[src/rtl/huff_ser_ctrl_if.sv]
// Symbol-stream and serializer-drive bundle for huff_ser_ctrl.
// master = symbol source / cfg writer side, slave = the controller.
interface huff_ser_ctrl_if #(
    parameter int CODE_W = 9,
    parameter int LEN_W  = 4
) ();
    logic              sym_valid;
    logic              sym_ready;
    logic [3:0]        sym;
    logic              sym_last;
    logic              cfg_we;
    logic [3:0]        cfg_addr;
    logic [CODE_W-1:0] cfg_code;
    logic [LEN_W-1:0]  cfg_len;
    logic              trans_start;
    logic [CODE_W-1:0] data;
    logic [LEN_W-1:0]  data_len;

    modport master (
        output sym_valid, sym, sym_last, cfg_we, cfg_addr, cfg_code, cfg_len,
        input  sym_ready, trans_start, data, data_len
    );

    modport slave (
        input  sym_valid, sym, sym_last, cfg_we, cfg_addr, cfg_code, cfg_len,
        output sym_ready, trans_start, data, data_len
    );
endinterface

[src/rtl/huff_ser_ctrl.sv]
// Huffman serializer sequencer: symbol -> {code,len} lookup, back-to-back frame drive.
// Define HUFF_SER_BITCNT_EN to add the o_frame_bits per-frame bit counter.
module huff_ser_ctrl #(
    parameter int NSYM   = 10,
    parameter int CODE_W = 9,
    parameter int LEN_W  = 4
) (
    input  logic            clk,
    input  logic            rst_n,
    huff_ser_ctrl_if.slave  bus,
    output logic            o_busy,
    output logic            o_sym_err,
    output logic            o_underrun,
`ifdef HUFF_SER_BITCNT_EN
    output logic            o_cfg_err,
    output logic [15:0]     o_frame_bits
`else
    output logic            o_cfg_err
`endif
);

    typedef enum logic {ST_IDLE, ST_SEND} state_t;

    state_t            r_state;
    logic [CODE_W-1:0] r_code [NSYM];
    logic [LEN_W-1:0]  r_len  [NSYM];
    logic [CODE_W-1:0] r_data;
    logic [LEN_W-1:0]  r_data_len;
    logic [LEN_W-1:0]  r_bit_cnt;
    logic              r_last;
    logic              r_trans_start;
    logic              r_sym_err;
    logic              r_underrun;
    logic              r_cfg_err;

    logic              w_sym_in;
    logic              w_cfg_in;
    logic [CODE_W-1:0] w_code;
    logic [LEN_W-1:0]  w_len;
    logic              w_legal;
    logic              w_handover;
    logic              w_sym_ready;

    assign w_sym_in   = {1'b0, bus.sym} < 5'(NSYM);
    assign w_cfg_in   = {1'b0, bus.cfg_addr} < 5'(NSYM);
    assign w_handover = (r_state == ST_SEND) && (r_bit_cnt == LEN_W'(1));

    // Lookup reads the registered table, so a same-cycle cfg write sees the old entry.
    always_comb begin
        w_code = '0;
        w_len  = '0;
        if (w_sym_in) begin
            w_code = r_code[bus.sym];
            w_len  = r_len[bus.sym];
        end
    end

    assign w_legal = w_sym_in && (w_len != '0) && (w_len <= LEN_W'(CODE_W));

    always_comb begin
        w_sym_ready = 1'b0;
        case (r_state)
            ST_IDLE: w_sym_ready = 1'b1;
            ST_SEND: w_sym_ready = w_handover && !r_last;
            default: w_sym_ready = 1'b0;
        endcase
    end

`ifdef HUFF_SER_BITCNT_EN
    logic [15:0] r_acc;
    logic [15:0] r_frame_bits;
    logic [16:0] w_acc_sum;
    logic [15:0] w_acc_sat;
    assign w_acc_sum    = {1'b0, r_acc} + 17'(w_len);
    assign w_acc_sat    = w_acc_sum[16] ? 16'hFFFF : w_acc_sum[15:0];
    assign o_frame_bits = r_frame_bits;
`endif

    always_ff @(posedge clk or negedge rst_n) begin
        if (!rst_n) begin
            r_state       <= ST_IDLE;
            r_data        <= '0;
            r_data_len    <= '0;
            r_bit_cnt     <= '0;
            r_last        <= 1'b0;
            r_trans_start <= 1'b0;
            r_sym_err     <= 1'b0;
            r_underrun    <= 1'b0;
            r_cfg_err     <= 1'b0;
            for (int i = 0; i < NSYM; i++) begin
                r_code[i] <= '0;
                r_len[i]  <= '0;
            end
`ifdef HUFF_SER_BITCNT_EN
            r_acc        <= '0;
            r_frame_bits <= '0;
`endif
        end else begin
            r_sym_err  <= 1'b0;
            r_underrun <= 1'b0;
            r_cfg_err  <= 1'b0;

            if (bus.cfg_we) begin
                if (r_state == ST_IDLE && w_cfg_in) begin
                    r_code[bus.cfg_addr] <= bus.cfg_code;
                    r_len[bus.cfg_addr]  <= bus.cfg_len;
                end else begin
                    r_cfg_err <= 1'b1;
                end
            end

            case (r_state)
                ST_IDLE: begin
                    if (bus.sym_valid) begin
                        if (w_legal) begin
                            r_data        <= w_code;
                            r_data_len    <= w_len;
                            r_bit_cnt     <= w_len;
                            r_last        <= bus.sym_last;
                            r_trans_start <= 1'b1;
                            r_state       <= ST_SEND;
`ifdef HUFF_SER_BITCNT_EN
                            r_acc         <= 16'(w_len);
`endif
                        end else begin
                            r_sym_err <= 1'b1;
                        end
                    end
                end
                ST_SEND: begin
                    if (w_handover) begin
                        if (!r_last && bus.sym_valid && w_legal) begin
                            // Seamless handover: next code starts the very next cycle.
                            r_data     <= w_code;
                            r_data_len <= w_len;
                            r_bit_cnt  <= w_len;
                            r_last     <= bus.sym_last;
`ifdef HUFF_SER_BITCNT_EN
                            r_acc      <= w_acc_sat;
`endif
                        end else begin
                            r_state       <= ST_IDLE;
                            r_trans_start <= 1'b0;
                            r_bit_cnt     <= '0;
                            if (!r_last) begin
                                r_underrun <= 1'b1;
                                if (bus.sym_valid) r_sym_err <= 1'b1;
                            end
`ifdef HUFF_SER_BITCNT_EN
                            r_frame_bits <= r_acc;
`endif
                        end
                    end else begin
                        r_bit_cnt <= r_bit_cnt - LEN_W'(1);
                    end
                end
                default: r_state <= ST_IDLE;
            endcase
        end
    end

    assign bus.sym_ready   = w_sym_ready;
    assign bus.trans_start = r_trans_start;
    assign bus.data        = r_data;
    assign bus.data_len    = r_data_len;
    assign o_busy          = (r_state != ST_IDLE);
    assign o_sym_err       = r_sym_err;
    assign o_underrun      = r_underrun;
    assign o_cfg_err       = r_cfg_err;

endmodule

[src/flat_wrapper.sv]
// flat-port wrapper written by rule: the top's interface ports become plain ports
module huff_ser_ctrl_flat 
#(
    parameter int NSYM   = 10,
    parameter int CODE_W = 9,
    parameter int LEN_W  = 4
)
  (clk, rst_n, o_busy, o_sym_err, o_underrun, o_cfg_err, bus_sym_valid, bus_sym, bus_sym_last, bus_cfg_we, bus_cfg_addr, bus_cfg_code, bus_cfg_len, bus_sym_ready, bus_trans_start, bus_data, bus_data_len);
  huff_ser_ctrl_if #(.CODE_W(CODE_W), .LEN_W(LEN_W)) bus_i ();
  input  logic clk;
  input  logic rst_n;
  output logic o_busy;
  output logic o_sym_err;
  output logic o_underrun;
  output logic o_cfg_err;
  input wire logic [$bits(bus_i.sym_valid)-1:0] bus_sym_valid;
  input wire logic [$bits(bus_i.sym)-1:0] bus_sym;
  input wire logic [$bits(bus_i.sym_last)-1:0] bus_sym_last;
  input wire logic [$bits(bus_i.cfg_we)-1:0] bus_cfg_we;
  input wire logic [$bits(bus_i.cfg_addr)-1:0] bus_cfg_addr;
  input wire logic [$bits(bus_i.cfg_code)-1:0] bus_cfg_code;
  input wire logic [$bits(bus_i.cfg_len)-1:0] bus_cfg_len;
  output wire logic [$bits(bus_i.sym_ready)-1:0] bus_sym_ready;
  output wire logic [$bits(bus_i.trans_start)-1:0] bus_trans_start;
  output wire logic [$bits(bus_i.data)-1:0] bus_data;
  output wire logic [$bits(bus_i.data_len)-1:0] bus_data_len;
  assign bus_i.sym_valid = bus_sym_valid;
  assign bus_i.sym = bus_sym;
  assign bus_i.sym_last = bus_sym_last;
  assign bus_i.cfg_we = bus_cfg_we;
  assign bus_i.cfg_addr = bus_cfg_addr;
  assign bus_i.cfg_code = bus_cfg_code;
  assign bus_i.cfg_len = bus_cfg_len;
  assign bus_sym_ready = bus_i.sym_ready;
  assign bus_trans_start = bus_i.trans_start;
  assign bus_data = bus_i.data;
  assign bus_data_len = bus_i.data_len;
  huff_ser_ctrl #(.NSYM(NSYM), .CODE_W(CODE_W), .LEN_W(LEN_W)) u_core (.clk(clk), .rst_n(rst_n), .bus(bus_i), .o_busy(o_busy), .o_sym_err(o_sym_err), .o_underrun(o_underrun), .o_cfg_err(o_cfg_err));
endmodule
[config.mk]
export PLATFORM = sky130hd
export DESIGN_NAME = huff_ser_ctrl_flat
export DESIGN_NICKNAME = d
export VERILOG_FILES = /design/src/rtl/huff_ser_ctrl_if.sv /design/src/rtl/huff_ser_ctrl.sv /design/src/flat_wrapper.sv
export SDC_FILE = /design/constraint.sdc
export NUM_CORES = 1
export LEC_CHECK = 0
export BUFFER_PORTS_ARGS = -buffer_cell sky130_fd_sc_hd__buf_2
export CORE_ASPECT_RATIO = 1.2
export CORE_UTILIZATION = 50
export CTS_CLUSTER_SIZE = 10
export DETAILED_ROUTE_END_ITERATION = 7
export HOLD_SLACK_MARGIN = 0.03
export PLACE_DENSITY_LB_ADDON = 0.25
export SKIP_CTS_REPAIR_TIMING = 1
export SYNTH_ARGS = -nofsm -noshare
export SYNTH_HDL_FRONTEND = slang
export SYNTH_SLANG_ARGS = --single-unit
export TNS_END_PERCENT = 100
[constraint.sdc]
create_clock -name clk -period 2.4 [get_ports clk]
set_clock_uncertainty 0.1 [all_clocks]
set_input_delay 0.12 -clock clk [delete_from_list [all_inputs] [get_ports clk]]
set_output_delay 0.12 -clock clk [all_outputs]
set_load 0.005 [all_outputs]
Word-level counts from Yosys, hierarchy flattened
Index checks and enable logic that the tools add are counted.
Cells by class
  add/subtract/negate cells: 1
  magnitude comparators: 6
  equality and inequality tests: 6
  muxes and demuxes: 56
  bitwise logic cells: 3
  reduce and logical (&&, ||, !) cells: 14
Operators by type and width (number)
  bitwise mux 90 bit: 1
  two-way mux 9 bit: 8
  bitwise mux 40 bit: 1
  two-way mux 4 bit: 10
  binary-select mux 9 bit (select 4 bit): 1
  demux 9 bit (select 4 bit): 1
  two-way mux 1 bit: 24
  one-hot mux 9 bit (2 select lines): 1
  binary-select mux 4 bit (select 4 bit): 1
  demux 4 bit (select 4 bit): 1
  one-hot mux 4 bit (2 select lines): 2
  >= comparator 5 bit, second input constant: 2
  inverter 4 -> 5 bit: 2
  one-hot mux 1 bit (2 select lines): 5
  logical AND 1 bit: 8
  less-than comparator 4 bit, second input constant: 2
  != test 2 bit, second input constant: 4
  AND reduction 4 bit: 2
  less-than comparator 5 x 1 -> 1 bit, second input constant: 1
  == test 4 x 1 -> 1 bit, second input constant: 1
  less-or-equal comparator 4 bit, second input constant: 1
  AND reduction 2 bit: 2
  nonzero test 4 bit: 1
  subtractor 4 x 1 -> 4 bit, second input constant: 1
  3 further kinds: 3
Word-level totals
  flip-flop bits (word level): 153
  output and inout bits: 19
  word-level logic and storage cells: 115

Depth between registers and ports, before layout
Gate-level depths: netlist (run 1).
  word-level depth: 12
  depth in mapped cells: 8
  gate-level depth less buffers: 8

Worst setup path after synthesis (run 1)
Ideal clock, no wire load.
  kind: register to register
  from: register u_core.r_bit_cnt[1]
  to: register u_core.r_data[0] (netlist: u_core.bus.data[0])
  data arrival time: 2040 ps
  data required time: 2175 ps
  slack: 135 ps
  stages on the path, launching flop included: 9
  buffers on the path: 1
  clock period less this slack: 2265 ps
  cell sequence: dfrtp_1 > inv_1 > ha_1 > or3b_1 > o21ai_0 > nand2_1 > nand3b_4 > buf_12 > mux2_4
On the way
  longest elaborated chain between the ends: 4
Ends and longest elaborated chain
  from (decl): line huff_ser_ctrl.sv:29  | logic [LEN_W-1:0] r_bit_cnt;
  from (signal assigned): line huff_ser_ctrl.sv:118  | r_bit_cnt <= w_len;
  from (signal assigned): line huff_ser_ctrl.sv:136  | r_bit_cnt <= w_len;
  from (signal assigned): line huff_ser_ctrl.sv:154  | r_bit_cnt <= r_bit_cnt - LEN_W'(1);
  == test 4 x 1 -> 1 bit: line huff_ser_ctrl.sv:46  | assign w_handover = (r_state == ST_SEND) && (r_bit_cnt == LEN_W'(1));
  logical AND 1 bit: line huff_ser_ctrl.sv:46
  != test 2 bit (no source line)
  AND reduction 4 bit (no source line)
  to (signal assigned): line huff_ser_ctrl.sv:116  | r_data <= w_code;
  to (signal assigned): line huff_ser_ctrl.sv:134  | r_data <= w_code;
  to (decl): line huff_ser_ctrl.sv:27  | logic [CODE_W-1:0] r_data;
No other way between the ends.
A chain may end at the register's enable or synchronous reset.

Worst setup path in the final report (run 1)
  from: register u_core.r_bit_cnt[1]
  to: register u_core.r_data[1] (netlist: u_core.bus.data[1])
The elaborated chain is that of the path after synthesis.

==> results of run 1 <==
## per-layer routing
layer  vias up  share of wire, %  GRT usage (%)
met5         -                 0              0
met4         0               1.3           8.41
met3        15               3.3           4.78
met2        85                51           39.5
met1      2356                44           29.5
li1       2004                 -              -
## worst paths after layout
kind / cells past startpoint / endpoint / slack [ps] / startpoint
min in group asynchronous: 2 / u_core.r_len[8]$_DFFE_PN0P_ / 140 / rst_n
worst max-delay path: 8 / u_core.bus.data[1]$_DFFE_PN0P_ / 90 / u_core.r_bit_cnt[1]$_DFFE_PN0P_
worst max register to register: 8 / u_core.bus.data[1]$_DFFE_PN0P_ / 90 / u_core.r_bit_cnt[1]$_DFFE_PN0P_
max in group asynchronous: 3 / u_core.r_code[64]$_DFFE_PN0P_ / 1210 / rst_n
worst min register to register: 1 / u_core.bus.data_len[2]$_DFFE_PN0P_ / 380 / u_core.bus.data_len[2]$_DFFE_PN0P_
worst min-delay path: 3 / u_core.r_len[0]$_DFFE_PN0P_ / 130 / bus_cfg_addr[3]
## tightest hold or removal path: stages
cell and delay [ps]:
buf_2 130, nand4_1 190, mux2_2 190
## sequential cells by signal (all words and copies together) (netlist names)
signal,cells
u_core.r_code,90
u_core.r_len,40
u_core.bus.data,9
u_core.bus.data_len,4
u_core.r_bit_cnt,4
u_core.bus.trans_start,1
u_core.o_busy,1
u_core.o_cfg_err,1
u_core.o_sym_err,1
u_core.o_underrun,1
u_core.r_last,1
## Yosys cell counts (2+ instances only)
master | n | area, um2
buf_6 | 5 | 56.3
dfrtp_1 | 153 | 3830
mux2_4 | 6 | 90.1
a2bb2oi_1 | 3 | 26.3
nand4b_1 | 2 | 17.5
mux4_2 | 17 | 383
a31o_2 | 8 | 70.1
nor2_2 | 2 | 12.5
ha_1 | 2 | 25.0
nor2b_1 | 3 | 18.8
and3_1 | 4 | 25.0
clkbuf_1 | 9 | 33.8
a21oi_1 | 7 | 35.0
mux2i_1 | 27 | 270
mux2_2 | 142 | 1600
buf_2 | 4 | 20.0
inv_1 | 6 | 22.5
a21o_2 | 2 | 17.5
nand3_1 | 2 | 10.0
nand2_1 | 11 | 41.3
nor3b_1 | 2 | 15.0
o21ai_0 | 8 | 40.0
a22oi_1 | 11 | 82.6
nor2_1 | 19 | 71.3
or3_1 | 2 | 12.5
buf_1 | 16 | 60.1
a31oi_2 | 3 | 37.5
a221oi_1 | 2 | 17.5
buf_4 | 4 | 30.0
or3b_1 | 2 | 17.5
## power groups by stage
stage                     clock (mW)  combinational, mW  sequential, mW
after floorplan                    0               1.52            3.74
after global placement             0               1.98            3.81
after detailed placement           0               2.06            3.86
after CTS                       2.87               2.07            3.83
after global routing            2.96               2.28            3.94
final                           2.82               2.09            3.84
## cells by family after synthesis
logic type	count (synthesis)	synth area share (%)
muxes	192	32.5
and+or+nand+nor	59	4.67
buffers and inverters	46	3.42
adders and majority gates	2	0.347
AOI/OAI and AO/OA	53	5.86
DFF	153	53.2
## stage by stage
stage	worst slack [ps]	instances	total power [mW]	setup TNS (ps)	hold slack, ps
final	90.2	765	8.75	0	134
after global routing	-6.59	765	9.18	-10.6	150
after CTS	15.7	746	8.77	0	-425
after detailed placement	45.8	714	5.93	0	32.2
after global placement	88.2	714	5.79	0	19.8
after floorplan	135	505	5.26	0	-276
## layout make-up
cell class | count | share of cell area, %
clock buffer | 19 | 5.19
clock inverter | 13 | 2.07
inverter | 7 | 0.308
multi-input combinational | 306 | 36.6
sequential | 153 | 44.8
tap | 171 | 2.51
timing repair buffer | 96 | 8.48
==> metrics.md, run 1 <==
| Metric | Value |
|---|---|
| FMAX | 433 MHz |
| Multi-input combinational cell area | 0.00313 mm2 |
| Worst path arrival time | 2520 ps |
| Outcome | finished with violations |
| Finish-stage setup viols | 0 |
| TritonCTS Buffers | 17 |
| I/O Pins | 45 |
| Critical path class | reg2reg |
| Routed vias | 4460 |
| Syn Nets | 533 |
| Max_slew headroom | 59.2% |
| Initial antenna violation count | 0 |
| Max rail drop VDD | 0.460 mV |
| Port Buffers | 44 |
| Post-synthesis sequential area ratio | 53.2% |
| Commonest non-fill, non-tap cell in the layout | dfrtp_1 |
| Internal | 6.41 mW |
| Finished Cell Area | 0.00854 mm2 |
| CTS tree | built |
| Clk Tree Root Cell | clkbuf_16 |
| Die footprint | 0.0149 mm2 |
| Clk_lat worst skew | 430 ps |
| Syn Inst Count | 505 |
| Clock network power share | 32.2% |
| Failing checks | DRC |
| Asr flop ratio synth | 100% |
| Sw frac | 26.7% |
| Yosys cell types | 51 |
| FF+latch count, synth | 153 |
| Die height | 133 um |
| # Max-Cap Violations | 0 |
| Max stage delay on crit path | 390 ps |
| Pleak | 4.16 nW |
| Share of cells above drive strength 1 | 49.8% |
| DRT iter0 DRCs | 232 |
| Power per cell area | 1020 mW/mm2 |
| Nets | 609 |
| Tmin final | 2310 ps |
| Remaining DRCs | 5 |
| Global-route wire length before repair | 25700 um |
| Worst Tran Pin Value | 611 ps |
| Syn Std Cell Area | 0.00720 mm2 |
| Crit-path cells | inv_1, ha_1, or3b_1, o21ai_0, nand2_1, nand3b_4, buf_12, mux2_4 |
| Final Cycle Share | 96.2% |
| Startpoint type of the worst setup path | flop |
| Slew Limit Fails | 0 |
| Inserted Diodes | 0 |
| Clock slew at reported path FFs | 60 ps |
| Slowest CP cell | dfrtp_1 |
| Average size of a mapped cell | 14.3 um2 |
| Logic pwr share | 23.9% |
| RD Place Congestion | 0.942 |
| Drt via density | 5.83 |
| Delay-heaviest family, CP | simple AND/OR/NAND/NOR gates |
| DP Wirelength | 10300 um |
| WL/cell | 20.7 um |
| Final ANT Viol Nets | 0 |
| Sequential power share | 43.9% |
| First-pass DRT Iterations | 6 |
| P_sw | 2.34 mW |
| # rows | 47 |
| Largest net degree at the start of global routing | 61 |
| Vias in the first global route | 4685 |
| Buf+Inv Stages, Crit Path | 2 |
| DP Area | 0.00772 mm2 |
| Fin. Hold Viols | 0 |
| Sequential cell area | 0.00383 mm2 |
| Core area | 0.0139 mm2 |
| Grt total ovfl | 0 |
| Post-layout util | 61.3% |
| Area Overhead vs Synth | 18.6% |
| Worst EP required | 2610 ps |
| Max Buffers Root-to-Sink | 2 |
| Most frequent cells in the layout | dfrtp_1 (153), mux2_2 (142), buf_2 (43), buf_4 (29), mux2i_1 (27) |
| Hold Crit Class | in2reg |
| Starting Density | 51.7% |
| Top FF cell, synth | dfrtp_1 |
| DRT Wirelength | 15800 um |
| Crit end category | flop |
| # fillers | 1081 |
| Number of synthesized flops with an enable pin | 0 |
| GRT Overall Usage | 23.2% |
| Critical-path maximum fanout | 15 |
| Synth warnings | 0 |
| Die width | 112 um |
| H-tree depth | 4 |
| Num Clock Sinks | 153 |
(Power assumes the default switching activity.)
==> inputs of run 2 (changes only) <==
==> constraint.sdc (replaced) <==
create_clock -name clk -period 2.2 [get_ports clk]
set_clock_uncertainty 0.1 [all_clocks]
set_input_delay 0.11 -clock clk [delete_from_list [all_inputs] [get_ports clk]]
set_output_delay 0.11 -clock clk [all_outputs]
set_load 0.005 [all_outputs]
==> metrics.md, run 2 (synthesized netlist as in run 1, its figures left out) <==
| Metric | Value |
|---|---|
| Num Clock Sinks | 153 |
| RSZ-0062 raised after global routing | yes |
| Origin of the critical flop-to-flop path | u_core.r_bit_cnt[1]$_DFFE_PN0P_ |
| Power per cell area | 1120 mW/mm2 |
| Max rail drop VDD | 0.480 mV |
| Multi-input combinational cell area | 0.00317 mm2 |
| RR Endpoint | u_core.bus.data[4]$_DFFE_PN0P_ |
| Sw frac | 26.8% |
| Worst Tran Pin Value | 720 ps |
| Setup ws final | 36.0 ps |
| Worst path arrival time | 2380 ps |
| Fin. Hold Viols | 0 |
| Pwr Total | 9.70 mW |
| Area Overhead vs Synth | 20.7% |
| Finish-stage setup viols | 0 |
| Final ANT Viol Nets | 0 |
| First-pass DRT Iterations | 6 |
| DRT Wirelength | 16600 um |
| Critical-path maximum fanout | 8 |
| CTS tree | built |
| Commonest non-fill, non-tap cell in the layout | dfrtp_1 |
| Max Buffers Root-to-Sink | 2 |
| Startpoint type of the worst setup path | flop |
| Grt total ovfl | 0 |
| Sequential cell area | 0.00383 mm2 |
| P_sw | 2.60 mW |
| Remaining DRCs | 4 |
| Die width | 112 um |
| Clk Tree Root Cell | clkbuf_16 |
| WL/cell | 21.5 um |
| Routed vias | 4565 |
| TritonCTS Buffers | 17 |
| Share of cells above drive strength 1 | 51.2% |
| Sequential power share | 43.4% |
| Logic pwr share | 24.8% |
| R2R Setup Slk | 40 ps |
| Internal | 7.10 mW |
| Failing checks | DRC |
| FMAX | 462 MHz |
| # rows | 47 |
| RD Place Congestion | 0.826 |
| Nets | 616 |
| Critical path class | reg2reg |
| I/O Pins | 45 |
| Global-route wire length before repair | 26200 um |
| Post-Place Setup Slack | -107 ps |
| Die height | 133 um |
| Outcome | finished with violations |
| Max_slew headroom | 51.8% |
| Starting Density | 51.7% |
| Hold Crit Class | in2async |
| Crit end category | flop |
| DP Wirelength | 10300 um |
| Pleak | 4.23 nW |
| Max reg flops | 90 |
| Initial antenna violation count | 0 |
| Drt via density | 5.91 |
| Path depth of the worst reg2reg path | 8 |
| GRT Overall Usage | 23.7% |
| Worst EP required | 2410 ps |
| Largest net degree at the start of global routing | 59 |
| Top register by number of flip-flops | u_core.r_code |
| Post-layout util | 62.3% |
| Port Buffers | 44 |
| # Max-Cap Violations | 0 |
| Clk_lat worst skew | 420 ps |
| Clock network power share | 31.8% |
| Most frequent cells in the layout | dfrtp_1 (153), mux2_2 (142), buf_2 (43), buf_4 (32), mux2i_1 (27) |
| Clock slew at reported path FFs | 60 ps |
| DRT iter0 DRCs | 218 |
| H-tree depth | 4 |
| Core area | 0.0139 mm2 |
| Vias in the first global route | 4729 |
| Final Cycle Share | 98.4% |
| Inserted Diodes | 0 |
| # fillers | 1088 |
| Hold slack | 91.4 ps |
| Die footprint | 0.0149 mm2 |
| Tmin final | 2160 ps |
| Slew Limit Fails | 0 |
[run 2: how the worst max path moves through the flow]
stage / startpoint / end / cells past startpoint
6_report: u_core.r_bit_cnt[1]$_DFFE_PN0P_ / u_core.bus.data[4]$_DFFE_PN0P_ / 8
2_1_floorplan: u_core.r_bit_cnt[1]$_DFFE_PN0P_ / u_core.bus.data[0]$_DFFE_PN0P_ / 8
3_3_place_gp: bus_sym[0] / u_core.bus.data[8]$_DFFE_PN0P_ / 8
5_1_grt: u_core.r_bit_cnt[1]$_DFFE_PN0P_ / u_core.bus.data[1]$_DFFE_PN0P_ / 8
3_5_place_dp: u_core.r_bit_cnt[1]$_DFFE_PN0P_ / u_core.bus.data[4]$_DFFE_PN0P_ / 7
4_1_cts: u_core.r_bit_cnt[1]$_DFFE_PN0P_ / u_core.bus.data[4]$_DFFE_PN0P_ / 7
[run 2: worst max-delay path, stage by stage (launching register included)]
cell,delay (ps)
dfrtp_1,400
inv_2,90
ha_4,130
or3b_4,410
o21ai_4,180
nand2_2,90
nand3b_4,190
buf_12,170
mux2_4,290
[run 2: area by class of cell]
class	count	area share (%)
sequential	153	44.1
timing repair buffer	103	9.46
clock buffer	20	5.26
multi-input combinational	306	36.5
inverter	7	0.302
clock inverter	12	1.97
tap	171	2.46
[run 2: power by group through the flow]
stage	clock, mW	combinational (mW)	sequential, mW
final	3.09	2.41	4.21
after global routing	3.26	2.62	4.31
after CTS	3.15	2.28	4.19
after detailed placement	0	2.26	4.23
after global placement	0	2.17	4.18
after floorplan	0	1.66	4.08
[run 2: layer usage]
| layer | up-vias | share of wire (%) | global-route usage (%) |
|---|---|---|---|
| li1 | 2016 | - | - |
| met4 | 0 | 2.9 | 11.0 |
| met5 | - | 0 | 0 |
| met2 | 124 | 49 | 38.3 |
| met1 | 2386 | 43 | 30.7 |
| met3 | 39 | 4.4 | 5.05 |
[run 2: per-stage QoR]
step	TNS [ps]	std cells	cell area [um2]
floorplan	0	505	7200
global route	-24.1	772	8690
CTS	-1090	749	8390
detailed placement	-975	717	7770
finish	0	772	8690
global placement	-384	717	7770
